--- config.mk ---
export PLATFORM = sky130hd
export DESIGN_NAME = bcd_score_counter_flat
export DESIGN_NICKNAME = d
export VERILOG_FILES = /design/src/rtl/bcd_score_counter_if.sv /design/src/rtl/bcd_score_counter.sv /design/src/flat_wrapper.sv
export SDC_FILE = /design/constraint.sdc
export NUM_CORES = 1
export LEC_CHECK = 0
export CELL_PAD_IN_SITES_DETAIL_PLACEMENT = 1
export CELL_PAD_IN_SITES_GLOBAL_PLACEMENT = 1
export CORE_ASPECT_RATIO = 1.25
export CORE_MARGIN = 1
export CORE_UTILIZATION = 27
export DETAILED_ROUTE_END_ITERATION = 8
export PLACE_DENSITY = 0.59
export SYNTH_ARGS = -nofsm -noshare
export SYNTH_HDL_FRONTEND = slang
export SYNTH_HIERARCHICAL = 1
export SYNTH_SLANG_ARGS = --single-unit
--- constraint.sdc ---
create_clock -name clk -period 4.92 [get_ports clk]
set_clock_uncertainty 0.2 [all_clocks]
set_input_delay 1.23 -clock clk [delete_from_list [all_inputs] [get_ports clk]]
set_output_delay 1.23 -clock clk [all_outputs]
set_load 0.02 [all_outputs]
--- src/rtl/bcd_score_counter_if.sv ---
// Score counter bus: game-side controls in, BCD digit bus and flags out to the display drivers.
interface bcd_score_counter_if #(parameter int DIGITS = 3);
  logic                  enable;
  logic                  incr;
  logic                  clear;
  logic                  game_over;
  logic [4*DIGITS-1:0]   score_bcd;
  logic [4*DIGITS-1:0]   hi_bcd;
  logic [DIGITS-1:0]     digit_blank;
  logic                  sat;
  logic                  wrap;

  modport master (
    output enable, incr, clear, game_over,
    input  score_bcd, hi_bcd, digit_blank, sat, wrap
  );

  modport slave (
    input  enable, incr, clear, game_over,
    output score_bcd, hi_bcd, digit_blank, sat, wrap
  );
endinterface

--- src/rtl/bcd_score_counter.sv ---
// Multi-digit BCD score counter with rising-edge event detect, high-score latch,
// saturate/wrap overflow handling and leading-zero blank flags.
module bcd_digit_inc (
  input  logic [3:0] d,
  input  logic       cin,
  output logic [3:0] q,
  output logic       cout
);
  // d >= 9 also folds any out-of-range code back to 0 so the bus stays legal BCD
  assign cout = cin & (d >= 4'd9);
  assign q    = !cin ? d : (d >= 4'd9) ? 4'd0 : d + 4'd1;
endmodule

module bcd_score_counter #(
  parameter int DIGITS   = 3,
  parameter bit SATURATE = 1'b1
) (
  input  logic               clk,
  input  logic               reset_n,
  bcd_score_counter_if.slave bus
);
  localparam logic [4*DIGITS-1:0] ALL9 = {DIGITS{4'h9}};

  logic [DIGITS-1:0][3:0] score_q, hi_q, nxt;
  logic [DIGITS:0]        cy;
  logic                   incr_q, sat_q, wrap_q, ev;
  logic [DIGITS-1:0]      blank;
  logic [DIGITS:1]        zhi;

  assign cy[0] = 1'b1;
  assign ev    = bus.incr & ~incr_q & bus.enable;

  // Full ripple carry: cy[DIGITS] set means the score is currently all-9s
  for (genvar i = 0; i < DIGITS; i++) begin : g_dig
    bcd_digit_inc u_inc (
      .d    (score_q[i]),
      .cin  (cy[i]),
      .q    (nxt[i]),
      .cout (cy[i+1])
    );
  end

  // zhi[i]: digit i and every digit above it are zero
  assign zhi[DIGITS] = (score_q[DIGITS-1] == 4'd0);
  for (genvar i = DIGITS - 1; i >= 1; i--) begin : g_blank
    if (i < DIGITS - 1) begin : g_mid
      assign zhi[i] = zhi[i+1] & (score_q[i] == 4'd0);
    end else begin : g_top
      assign zhi[i] = zhi[DIGITS];
    end
    assign blank[i] = zhi[i];
  end
  assign blank[0] = 1'b0;

  always_ff @(posedge clk) begin
    if (!reset_n) begin
      score_q <= '0;
      hi_q    <= '0;
      sat_q   <= 1'b0;
      wrap_q  <= 1'b0;
      incr_q  <= 1'b1;
    end else begin
      incr_q <= bus.incr;
      wrap_q <= 1'b0;
      // high score commits from the pre-edge score, independent of clear/event
      if (bus.game_over && (score_q > hi_q))
        hi_q <= score_q;
      if (bus.clear) begin
        score_q <= '0;
        sat_q   <= 1'b0;
      end else if (ev) begin
        if (cy[DIGITS]) begin
          if (SATURATE) begin
            sat_q <= 1'b1;
          end else begin
            score_q <= '0;
            wrap_q  <= 1'b1;
          end
        end else begin
          score_q <= nxt;
          if (SATURATE && (nxt == ALL9))
            sat_q <= 1'b1;
        end
      end
    end
  end

  assign bus.score_bcd   = score_q;
  assign bus.hi_bcd      = hi_q;
  assign bus.digit_blank = blank;
  assign bus.sat         = sat_q;
  assign bus.wrap        = wrap_q;
endmodule

--- src/flat_wrapper.sv ---
// flat-port wrapper written by rule: the top's interface ports become plain ports
module bcd_score_counter_flat 
#(
  parameter int DIGITS   = 3,
  parameter bit SATURATE = 1'b1
)
  (clk, reset_n, bus_enable, bus_incr, bus_clear, bus_game_over, bus_score_bcd, bus_hi_bcd, bus_digit_blank, bus_sat, bus_wrap);
  bcd_score_counter_if #(.DIGITS(DIGITS)) bus_i ();
  input  logic clk;
  input  logic reset_n;
  input wire logic [$bits(bus_i.enable)-1:0] bus_enable;
  input wire logic [$bits(bus_i.incr)-1:0] bus_incr;
  input wire logic [$bits(bus_i.clear)-1:0] bus_clear;
  input wire logic [$bits(bus_i.game_over)-1:0] bus_game_over;
  output wire logic [$bits(bus_i.score_bcd)-1:0] bus_score_bcd;
  output wire logic [$bits(bus_i.hi_bcd)-1:0] bus_hi_bcd;
  output wire logic [$bits(bus_i.digit_blank)-1:0] bus_digit_blank;
  output wire logic [$bits(bus_i.sat)-1:0] bus_sat;
  output wire logic [$bits(bus_i.wrap)-1:0] bus_wrap;
  assign bus_i.enable = bus_enable;
  assign bus_i.incr = bus_incr;
  assign bus_i.clear = bus_clear;
  assign bus_i.game_over = bus_game_over;
  assign bus_score_bcd = bus_i.score_bcd;
  assign bus_hi_bcd = bus_i.hi_bcd;
  assign bus_digit_blank = bus_i.digit_blank;
  assign bus_sat = bus_i.sat;
  assign bus_wrap = bus_i.wrap;
  bcd_score_counter #(.DIGITS(DIGITS), .SATURATE(SATURATE)) u_core (.clk(clk), .reset_n(reset_n), .bus(bus_i));
endmodule
Word-level counts from Yosys, hierarchy flattened
Cells that the tools add are included.
W data, S select, Z words.
{"block": "word_totals", "ff_bits": 26, "output_inout_bits": 29, "wordCells": 38, "in_bits": 6}
{"block": "classes", "n_mux": 7, "bitwise_logic": 8, "n_lt_le_gt_ge": 4, "n_eq_ne": 1, "n_reduce_logical": 7, "n_addsub": 3}
{"operator": "$mux W4", "n": 5}
{"operator": "$add A4 B1 Y4 const B", "n": 3}
{"operator": "$eq A12 B12 Y1 const B", "n": 1}
{"operator": "$ge A4 B4 Y1 const B", "n": 3}
{"operator": "$gt A12 B12 Y1", "n": 1}
{"operator": "$logic_not A4 Y1", "n": 2}
{"operator": "$and A1 B1 Y1", "n": 5}
{"operator": "$reduce_and A2 Y1", "n": 2}
{"operator": "$not A1 Y1", "n": 3}
{"operator": "$mux W1", "n": 2}
{"operator": "$reduce_bool A2 Y1", "n": 1}
{"operator": "$reduce_or A2 Y1", "n": 1}
{"operator": "$logic_and A1 B1 Y1", "n": 1}

Depth between registers and ports, before layout
{"block": "logic_depth", "ltp_word": 6, "depth_mapped": 16, "ltp_nobuf": 14}

Hierarchy
Netlist, hierarchy kept.
{"mod": "bcd_score_counter", "seq_area_each_um2": 520.5, "cells_each": 186, "area_per_inst_um2": 1612.8, "instances": 1}
{"mod": "bcd_digit_inc", "seq_area_each_um2": 0.0, "cells_each": 23, "area_per_inst_um2": 145.1, "instances": 3}

Least setup slack after synthesis
OpenSTA, ideal clock, no wires.
{"block": "synth_path", "path_kind": "reg2out", "from": "register u_core.score_q (netlist bit u_core/bus.score_bcd[10])", "to": "output port bus_digit_blank[1]", "path_buffers": 0, "t_required_ns": 3.490, "path_stages_with_launch": 3, "setup_slack_ns": 1.918, "t_arrival_ns": 1.572, "cell_sequence": "dfxtp_1 -> nor4_1 -> and2_1"}
{"block": "synth_between", "elab_chain_len": 2}
{"item": "start, declared", "line": "bcd_score_counter.sv:24", "rtl": "logic [DIGITS-1:0][3:0] score_q, hi_q, nxt;"}
{"item": "start signal, assigned", "line": "bcd_score_counter.sv:80", "rtl": "score_q <= nxt;"}
{"item": "$logic_not A4 Y1", "line": "bcd_score_counter.sv:44", "rtl": "assign zhi[DIGITS] = (score_q[DIGITS-1] == 4'd0);"}
{"item": "net bus_digit_blank[2]", "line": "flat_wrapper.sv:17", "rtl": "output wire logic [$bits(bus_i.digit_blank)-1:0] bus_digit_blank;"}
{"item": "$and A1 B1 Y1", "line": "bcd_score_counter.sv:47", "rtl": "assign zhi[i] = zhi[i+1] & (score_q[i] == 4'd0);"}
{"item": "end, declared", "line": "flat_wrapper.sv:17"}
The timed path passes the listed nets, and every way through them passes these cells.

Worst setup path in the final report
{"block": "layout_path", "from": "register u_core.score_q (netlist bit u_core/bus.score_bcd[10])", "to": "output port bus_digit_blank[1]"}
{"block": "layout_between", "elab_chain_len": 2}
{"item": "$logic_not A4 Y1", "line": "bcd_score_counter.sv:44"}
{"item": "$and A1 B1 Y1", "line": "bcd_score_counter.sv:47"}
No other way between the ends.

==> summary.txt <==
POWER AND IR DROP
---------------------------------------------------------------------------------
Leakage                                                                 0.7585 nW
Fraction of power consumed by the clock network                             0.359
Switch share                                                               0.2424
Power density relative to cell area                                  146.4 nW/µm²
Switch Pwr                                                             0.08696 mW
Combinational share of power                                                0.053
Share of power burned in registers                                          0.588
Peak ir drop on the vdd network                                        0.08765 mV
Internal power                                                          0.2718 mW

SYNTH
---------------------------------------------------------------------------------
Number of instances in the synthesized netlist                                255
Mean instance size in the synthesized netlist                           8.032 µm²
Share of synthesized area occupied by flip-flops and latches               0.2541
Fraction of post-synthesis cell area in the top cell type by area          0.2541
Top cell type by total area after synthesis                          sky130_fd_sc_hd__dfxtp_1
Cell types occupying the most area after synthesis                   sky130_fd_sc_hd__dfxtp_1 (25%), sky130_fd_sc_hd__ha_1 (13%), sky130_fd_sc_hd__nand2_1 (9.7%)
Synth Warn #                                                                    6
Count leader, synth                                                  sky130_fd_sc_hd__nand2_1
Cell variety after synth                                                       37
Post-synth ARST share                                                           0
Area of the mapped netlist                                               2048 µm²
Top_reg_cell synth                                                   sky130_fd_sc_hd__dfxtp_1
Flip-flop and latch count after synthesis                                      26
List of most frequent post-synthesis cells                           sky130_fd_sc_hd__nand2_1 (53), sky130_fd_sc_hd__dfxtp_1 (26), sky130_fd_sc_hd__inv_1 (23)
Post-synth EDFFs                                                                0

GRT
---------------------------------------------------------------------------------
Met1 Track Usage GR                                                        0.1835
Largest net degree at the start of global routing                              39
GR Util met3                                                              0.01651
Wire length of the first global-routing pass                              9280 µm
Grt met2 use                                                               0.2689
Busiest grt layer                                                            met2
Total GRT Usage                                                            0.1477
Number of antenna violations at the first check in global routing               0
Remaining Overflow, GRT                                                         0
Number of global-route vias before repair                                    1877

CLOCK NETWORK
---------------------------------------------------------------------------------
Number of buffers created by CTS                                                3
H-tree levels                                                                   1
Post-CTS Hold Fix Bufs                                                          0
Clock slew seen by the registers of the worst setup and hold paths         100 ps
Max Root-Sink Buffers                                                           2
Clock tree sinks                                                               26
CTS tree                                                                     done
Clock root buffer master                                             sky130_fd_sc_hd__clkbuf_8
Clk Latency, worst-skew pair                                               280 ps
Number of gates resized after CTS                                               0
Post-CTS Setup Inserts                                                          0

FLOORPLANNING
---------------------------------------------------------------------------------
Chip Height                                                              99.38 µm
Horizontal die dimension                                                 79.90 µm
Starting Density                                                           0.2784
Core region area                                                         7357 µm²
I/O pin count                                                                  35
Area enclosed by the die boundary                                        7940 µm²
Cell Rows                                                                      35

CRITICAL PATH
---------------------------------------------------------------------------------
Crit path buffers/inverters                                                     1
Max FO, Critical Path                                                           9
Critical path launch point type                                              flop
Stage delay of the slowest cell on the critical path                       610 ps
Crit path cell chain                                                 nor4_1 -> and2_1 -> clkdlybuf4s50_1
Critical path capture point type                                      output port
Crit-path slowest cell                                               sky130_fd_sc_hd__clkdlybuf4s50_1
Cell type group with the largest total delay on the critical path    simple AND/OR/NAND/NOR gates
Setup slack, reg-to-reg                                                   1850 ps
Worst EP required                                                         3490 ps
Arrival time reported for the critical path endpoint                      1930 ps
Critical path class                                                  flop to output port

STA
---------------------------------------------------------------------------------
Count of endpoints failing setup in the final report                            0
Final min period                                                          3363 ps
Slew at the pin closest to its max-slew limit                             1024 ps
Final Cycle Share                                                          0.6835
Final-report hold violation count                                               0
Worst slew margin                                                          0.3134
Total Negative Setup Slacks                                                  0 ps
Fmax                                                                    297.4 MHz
Number of pins exceeding their max-slew limit in the final report               0
Worst hold margin                                                        301.1 ps
RSZ-0062 raised after global routing                                        false

PLACED DESIGN
---------------------------------------------------------------------------------
IO Port Bufs                                                                   32
HPWL Detailed                                                             4021 µm
Number of cells after detailed placement                                      365
GP Congestion                                                              0.7338

CELLS AND AREA
---------------------------------------------------------------------------------
Final instance count without filler cells                                     368
Antenna Diode Count                                                             0
Fillers                                                                       889
Post-layout net count                                                         305
Share of post-route cells with drive strength above 1                      0.1232
Synthesis-to-finish area growth                                            19.67%

ROUTE
---------------------------------------------------------------------------------
Number of optimization iterations in the first detailed-route pass              4
Number of DRC violations after detailed routing                                 0
Final antenna-violating net count                                               0
Initial drt markers                                                            41
Routed vias                                                                  1914
WL/cell                                                                  14.92 µm
Via density per instance                                                    5.201
Total wire length after detailed routing                                  5491 µm

RUN
---------------------------------------------------------------------------------
MaxCap Viol Count                                                               0

OUTCOME
---------------------------------------------------------------------------------
Outcome                                                              finished clean

MIN PATH
---------------------------------------------------------------------------------
Min-delay worst type                                                 flop to flop

-- routing by layer --
metal	vias up	routed length, µm
met5	-	0
met4	0	24
met3	2	152
met2	25	2843
met1	934	2471
li1	953	-
-- power groups by stage --
| stage | logic, mW | registers (mW) | clock network (mW) |
|---|---|---|---|
| floorplan | 0.0135 | 0.216 | 0 |
| global placement | 0.0190 | 0.216 | 0 |
| detailed placement | 0.0190 | 0.216 | 0 |
| CTS | 0.0192 | 0.211 | 0.136 |
| global route | 0.0210 | 0.211 | 0.142 |
| finish | 0.0189 | 0.211 | 0.129 |
-- stage by stage --
step | setup slack [ps] | util | total power, mW | area, µm²
final | 1557 | 0.3332 | 0.3588 | 2451
after global routing | 1453 | 0.3332 | 0.3744 | 2451
after CTS | 1515 | 0.3332 | 0.3658 | 2451
after detailed placement | 1726 | 0.3276 | 0.2350 | 2410
after global placement | 1742 | 0.3276 | 0.2350 | 2410
after floorplan | 1918 | - | 0.2294 | 2052
-- flip-flops by register name, summed over array words and instances (netlist names) --
name                  count
u_core/bus.hi_bcd        12
u_core/bus.sat            1
u_core/bus.score_bcd     12
u_core/incr_q             1
-- placed cells by master (no fill, tap or decap), types with 5 or more instances in the layout --
| master | synthesis | layout |
|---|---|---|
| sky130_fd_sc_hd__inv_1 | 23 | 23 |
| sky130_fd_sc_hd__nor2_1 | 6 | 6 |
| sky130_fd_sc_hd__o2111ai_2 | 8 | 8 |
| sky130_fd_sc_hd__nand3_1 | 17 | 17 |
| sky130_fd_sc_hd__o221ai_2 | 12 | 12 |
| sky130_fd_sc_hd__nand2b_1 | 5 | 5 |
| sky130_fd_sc_hd__nand2_1 | 53 | 53 |
| sky130_fd_sc_hd__clkdlybuf4s50_1 | 0 | 32 |
| sky130_fd_sc_hd__dfxtp_1 | 26 | 26 |
| sky130_fd_sc_hd__a21oi_1 | 16 | 16 |
| sky130_fd_sc_hd__o21ai_0 | 6 | 6 |
| sky130_fd_sc_hd__ha_1 | 21 | 21 |
-- layout make-up --
type,instances,area (µm²),share of cell area
timing repair buffer,35,342.8,0.1399
multi-input combinational,189,1345,0.5487
tap,92,115.1,0.04696
inverter,23,86.33,0.03522
sequential,26,520.5,0.2124
clock buffer,3,41.29,0.01685
-- worst reg2reg max path: cells and delay by family (launching register included) --
family | cells | cell delay, ps
and+or+nand+nor | 7 | 1200
AOI/OAI and AO/OA | 3 | 670
DFF | 1 | 550
adders and majority gates | 1 | 220
buffers and inverters | 1 | 110
-- kinds of logic (layout without fill, tap and decap cells) --
family,Yosys count,in the layout,synth area share
AND/OR/NAND/NOR,101,101,0.2334
AO/OA/AOI/OAI,64,64,0.2871
buffers and inverters,41,61,0.09346
flip-flops,26,26,0.2541
adder cells (fa/ha/maj),21,21,0.1283
other,2,3,0.003667
-- final timing paths --
kind | start | end | cells after the start
setup / recovery | u_core/bus.score_bcd[10] | bus_digit_blank[1] | 3
hold / removal | u_core/bus.sat | u_core/bus.sat | 2
setup reg to reg | u_core/bus.score_bcd[0] | u_core/bus.sat | 12
hold reg to reg | u_core/bus.sat | u_core/bus.sat | 2
No activity file was read; power rests on OpenSTA's default activity.
